==> config.mk <==
export PLATFORM = sky130hd
export DESIGN_NAME = parking_occupancy
export DESIGN_NICKNAME = d
export VERILOG_FILES = /design/src/rtl/parking_occupancy.sv
export SDC_FILE = /design/constraint.sdc
export NUM_CORES = 1
export LEC_CHECK = 0
export CORE_MARGIN = 5
export CORE_UTILIZATION = 45
export CTS_BUF_LIST = sky130_fd_sc_hd__clkbuf_16
export CTS_CLUSTER_SIZE = 40
export DETAILED_ROUTE_END_ITERATION = 16
export DONT_BUFFER_PORTS = 1
export PLACE_DENSITY_LB_ADDON = 0.2
export SYNTH_ARGS = -nofsm -noshare
export SYNTH_HDL_FRONTEND = slang
export SYNTH_SLANG_ARGS = --single-unit
==> constraint.sdc <==
create_clock -name clk -period 2.6 [get_ports clk]
set_input_delay 0.52 -clock clk [delete_from_list [all_inputs] [get_ports clk]]
set_output_delay 0.52 -clock clk [all_outputs]
set_load 0.01 [all_outputs]
==> src/rtl/parking_occupancy.sv <==
// Parking-lot occupancy tracker: turns entry/exit passage pulses into a
// bounded occupancy count, free-space count, full/empty status, sticky
// error flags and a wrapping total-entries counter.
module parking_occupancy #(
  parameter int unsigned CAPACITY = 15,
  parameter int unsigned CNT_W    = 4,
  parameter int unsigned TOT_W    = 8
) (
  input  logic             clk,
  input  logic             reset,
  input  logic             car_in,
  input  logic             car_out,
  input  logic             err_clr,
  output logic [CNT_W-1:0] count,
  output logic [CNT_W-1:0] free,
  output logic             full,
  output logic             empty,
  output logic             err_full,
  output logic             err_empty,
  output logic [TOT_W-1:0] total_in
);

  localparam logic [CNT_W-1:0] CAP = CNT_W'(CAPACITY);

  logic [CNT_W-1:0] count_q, count_d;
  logic [TOT_W-1:0] total_q, total_d;
  logic             err_full_q, err_full_d;
  logic             err_empty_q, err_empty_d;
  logic             in_d_q, in_d_d;
  logic             out_d_q, out_d_d;
  logic             ev_in, ev_out;

  // Rising-edge events plus next-state for counters and sticky flags
  always_comb begin
    count_d     = count_q;
    total_d     = total_q;
    err_full_d  = err_full_q;
    err_empty_d = err_empty_q;
    in_d_d      = car_in;
    out_d_d     = car_out;

    ev_in  = car_in & ~in_d_q;
    ev_out = car_out & ~out_d_q;

    // Clear first so that a same-cycle set condition below wins
    if (err_clr) begin
      err_full_d  = 1'b0;
      err_empty_d = 1'b0;
    end

    if (ev_in && ev_out) begin
      // A car entered and another left: occupancy unchanged, entry still counted
      total_d = total_q + TOT_W'(1);
    end else if (ev_in) begin
      if (count_q < CAP) begin
        count_d = count_q + CNT_W'(1);
        total_d = total_q + TOT_W'(1);
      end else begin
        err_full_d = 1'b1;
      end
    end else if (ev_out) begin
      if (count_q != '0) begin
        count_d = count_q - CNT_W'(1);
      end else begin
        err_empty_d = 1'b1;
      end
    end
  end

  // State registers with synchronous reset
  always_ff @(posedge clk) begin
    if (reset) begin
      count_q     <= '0;
      total_q     <= '0;
      err_full_q  <= 1'b0;
      err_empty_q <= 1'b0;
      in_d_q      <= 1'b0;
      out_d_q     <= 1'b0;
    end else begin
      count_q     <= count_d;
      total_q     <= total_d;
      err_full_q  <= err_full_d;
      err_empty_q <= err_empty_d;
      in_d_q      <= in_d_d;
      out_d_q     <= out_d_d;
    end
  end

  // Status derived from the count register only
  always_comb begin
    count     = count_q;
    free      = CAP - count_q;
    full      = (count_q == CAP);
    empty     = (count_q == '0);
    err_full  = err_full_q;
    err_empty = err_empty_q;
    total_in  = total_q;
  end

endmodule
== Yosys cells after proc, flatten, opt, wreduce, memory -nomap -nowiden ==
Index checks and enable logic that the tools add are counted.

* Flip-flop bits (word level): 16
* Input port bits: 5
* Output and inout port bits: 20
* Logic and storage cells: 43

* $add $sub $neg: 4
* Order comparisons: 1
* Equality and inequality tests: 2
* Mux-type cells: 16
* Bitwise logic cells: 5
* Reduce and logical (&&, ||, !) cells: 9

{| class="wikitable"
|+ Operators by type and width
! cell !! number
|-
| two-way mux 8 bit || 3
|-
| two-way mux 4 bit || 4
|-
| two-way mux 1 bit || 9
|-
| adder 8 x 1 -> 8 bit (second input constant) || 1
|-
| nonzero test 2 bit || 4
|-
| adder 4 x 1 -> 4 bit (second input constant) || 1
|-
| == test 4 bit (second input constant) || 1
|-
| logical NOT 4 bit || 1
|-
| < comparator 4 bit (second input constant) || 1
|-
| AND reduction 4 bit || 1
|-
| nonzero test 4 bit || 1
|-
| subtractor 4 x 1 -> 4 bit (second input constant) || 1
|-
| subtractor 4 bit (first input constant) || 1
|-
| inverter 1 bit || 3
|-
| AND 1 bit || 2
|-
| inequality test 2 x 1 -> 1 bit (second input constant) || 1
|-
| AND reduction 2 bit || 1
|-
| logical AND 1 bit || 1
|}

== Longest topological paths before layout ==
* Depth in word-level cells: 5
* Depth in mapped cells: 7
* Depth with buffers taken out: 7

== Least setup slack after synthesis ==
OpenSTA, ideal clock, no wires.

* Kind: input port to flip-flop
* Start: input car_in
* End: register count_q[3] (netlist: count[3])
* Setup time: 123 ps
* Arrival time: 1956 ps
* Data required time: 2477 ps
* Setup slack: 521 ps
* Stages: 7
* Buffers on the path: 0
* Cells stage by stage: and2b_4 > inv_2 > ha_1 > a21o_2 > a21oi_1 > mux2i_1 > mux2_1

* Longest elaborated chain between the ends: 4
* Elaborated cells on any way between the ends: 8
* Classes of those cells: 1 x eq/ne; 1 x mux; 2 x bitwise; 4 x reduce/logical

{| class="wikitable"
|+ Ends and longest elaborated chain
! item !! line !! text
|-
| start: declaration || 11 || <nowiki>input logic car_in,</nowiki>
|-
| AND 1 bit (*) || 42 || <nowiki>ev_in = car_in & ~in_d_q;</nowiki>
|-
| parallel branches: the longest is 3 deep, another holds AND reduction 4 bit || - ||
|-
| end signal: assignment || 80 || <nowiki>count_q <= count_d;</nowiki>
|-
| end: declaration || 25 || <nowiki>logic [CNT_W-1:0] count_q, count_d;</nowiki>
|}

Mark *: on every way between the ends.
A chain may end at the register's enable or synchronous reset.

== Worst setup path in the final report ==
* Start: register in_d_q
* End: register count_q[3] (netlist: count[3])

* Longest elaborated chain between the ends: 5
* Elaborated cells on any way between the ends: 9
* Classes of those cells: 1 x eq/ne; 1 x mux; 3 x bitwise; 4 x reduce/logical

{| class="wikitable"
|+ Ends and longest elaborated chain
! item !! line !! text
|-
| start: declaration || 29 || <nowiki>logic in_d_q, in_d_d;</nowiki>
|-
| start signal: assignment || 84 || <nowiki>in_d_q <= in_d_d;</nowiki>
|-
| inverter 1 bit (*) || 42 ||
|-
| AND 1 bit (*) || 42 ||
|-
| parallel branches: the longest is 3 deep, another holds AND reduction 4 bit || - ||
|}

Marks and branches as above.

==> results by group <==
Job
  – Maxcap violations: 0

Global routing
  – Met3 usage: 0.04905
  – Total gr overflow: 0
  – Met1 usage in global routing: 0.1499
  – Vias in the first global route: 636
  – Busiest grt layer: met2
  – Antenna violations before repair: 0
  – Met2 Use GR: 0.2271
  – First-pass GRT wire length: ~2900 µm
  – Largest net degree at the start of global routing: 19
  – Total track usage: 0.1399

CTS
  – Sink Count: 16
  – Hold-fix buffers, CTS: 0
  – Post-CTS sizing: 0
  – Clock Latency Late Sink: 0.24 ns
  – Max clock buf depth: 2
  – Postcts setup bufs: 0
  – CTS tree: yes
  – Root buffer cell: clkbuf_16
  – Total CTS buffers: 3
  – Clk pin slew, worst setup/hold paths: 0.05 ns
  – Max H-tree Level: 1

Die
  – Die area: 2963 µm²
  – Die X-Extent: ~54 µm
  – Die span in y: between 50 and 60 µm
  – Starting density of the core: 0.4622
  – Core Area: ~1900 µm²
  – Rows: 16
  – Num ports: 25

Worst setup path
  – Crit path kind: reg2reg
  – CP Capture Type: register
  – CP max-delay cell: mux2_1
  – Worst path max stage delay: approximately 0.34 ns
  – Critical Path Source Type: register
  – R2r endpoint: count[3]
  – Worst setup path endpoint: count[3]
  – Req. time, crit path: ~2.7 ns
  – CP startpoint: in_d_q
  – Worst-path cell chain: and2b_4, inv_2, ha_1, a21o_2, a21oi_1, mux2i_1, mux2_1
  – RR Startpoint: in_d_q
  – R2R Setup Slk: roughly 0.55 ns
  – Reg2Reg Depth: 7
  – Worst Path Arrival: about 2.2 ns
  – Crit path max fanout: 7

Run status
  – Status: finished, final reports clean

Logic synthesis
  – Syn. warnings: 0
  – Largest cells by area after synthesis: dfxtp_1 36%, nor2_1 5.5%, ha_1 4.2%
  – Syn_nets: 100
  – Syn Area/Cell: 9.762 µm²
  – Ys async rst share: 0
  – Yosys reg bits: 16
  – Synthesized area: roughly 890 µm²
  – Area share of the largest cell type after synthesis: 0.3606
  – Top FF cell, synth: dfxtp_1
  – Number of synthesized flops with an enable pin: 0
  – Seq/Total Area, Yosys: 0.3606
  – Cell variety after synth: 37
  – Syn Inst Count: ~90
  – Top cells by count, synth: 16 x dfxtp_1, 13 x nor2_1, 6 x inv_1
  – Yosys top cell by area: dfxtp_1
  – Most used standard cell by instance count after synthesis: dfxtp_1

Place
  – Area after DPL: around 910 µm²
  – IO Port Bufs: 0
  – GPL Wtd Cong: 0.7521
  – Post-detail-place hpwl: 1354 µm

Routing
  – Total number of vias: roughly 650
  – WL final: 1755 µm
  – Drc violations: 0
  – Routed len/inst: 14.63 µm
  – Final ANT Viol Nets: 0
  – 1st-iter DRT viols: 11
  – Via density: about 5.4
  – Iteration count of the initial detailed-routing pass: 4

Timing
  – F_max: 488.0 MHz
  – Period Utilization, post-route: 0.7882
  – Tmin final: 2.049 ns
  – Worst Tran Pin Value: approximately 0.47 ns
  – Post-route setup TNS: 0 ns
  – Slew headroom: 0.6867
  – RSZ-0062 raised after global routing: no
  – Final Hold Fails: 0
  – Clock Skew: approximately 0.0015 ns
  – Final setup viols: 0
  – Slew Viols, Final: 0

Layout
  – Util after Layout: 0.5169
  – Area grow syn2layout: 11.83%
  – Final #Nets: 103
  – Design area: just under 1000 µm²
  – ANT cells: 0
  – Layout cells sized above 1: 0.1720

Power
  – Power Density: 712.5 nW/µm²
  – Leak pwr: approximately 0.36 nW
  – IR drop worst, VDD: between 0.4 and 0.5 mV

Worst hold path
  – Hold Crit Class: in2reg
  – Hold Crit Depth: 1
layout make-up:
cell class                 count  area [µm²]
multi-input combinational     65       528.0
clock buffer                   3       75.07
inverter                       8       32.53
fill                         197       928.4
sequential                    16       320.3
clock inverter                 1       3.754
tap                           27       33.78
layout by cell type, fill, tap and decap left out, drive strengths merged, types with 3 or more instances in the layout:
cell,n
xor2,3
clkbuf,3
nor2,13
nor3,4
inv,8
ha,3
a21oi,4
xnor2,4
nor2b,3
dfxtp,16
a2111oi,3
nand3,4
cells by family (layout without fill, tap and decap cells):
family	after synthesis	in the layout	share of synthesized area
AO/OA/AOI/OAI	15	15	0.1549
XOR/XNOR	7	7	0.06902
adder cells (fa/ha/maj)	4	4	0.06479
buffers and inverters	10	12	0.04507
flip-flops	16	16	0.3606
multiplexers	4	4	0.04789
AND/OR/NAND/NOR	35	35	0.2578
report_power, final:
| group | switching (mW) | internal [mW] |
|---|---|---|
| sequential | 0.0420 | 0.262 |
| clock | 0.0908 | 0.204 |
| combinational | 0.0603 | 0.0487 |
sequential cells by signal (all words and copies together) (netlist names):
name       count
err_full       1
count          4
total_in       8
err_empty      1
in_d_q         1
out_d_q        1
worst max-delay path, delay by kind of cell, from the launching register on:
| family | cells | cell delay [ns] |
|---|---|---|
| mux | 2 | 0.57 |
| compound gates | 2 | 0.37 |
| flops | 1 | 0.31 |
| simple gates | 1 | 0.29 |
| fa+ha+maj | 1 | 0.28 |
| buf+inv | 1 | 0.11 |
how the worst min path moves through the flow:
stage,startpoint,end
2_1_floorplan,err_full,err_full
3_3_place_gp,err_full,err_full
3_5_place_dp,err_full,err_full
4_1_cts,reset,count[1]
5_1_grt,reset,total_in[1]
6_report,reset,in_d_q
stage by stage:
step           hold WS (ns)  total power [mW]  worst slack, ns  cells
6_report             0.3412            0.7078           0.5507    120
5_1_grt              0.3381            0.7470           0.4264    120
4_1_cts              0.3368            0.7186           0.5329    120
3_5_place_dp         0.5640            0.4207           0.4114    116
3_3_place_gp         0.5689            0.4182           0.4616    116
2_1_floorplan        0.5135            0.4000           0.5211     91
layer usage:
| metal | up-vias | wire [µm] |
|---|---|---|
| met2 | 18 | 843 |
| met5 | - | 0 |
| met1 | 296 | 727 |
| met4 | 0 | 50 |
| li1 | 328 | - |
| met3 | 4 | 134 |
Power figures use the tool's default switching activity.
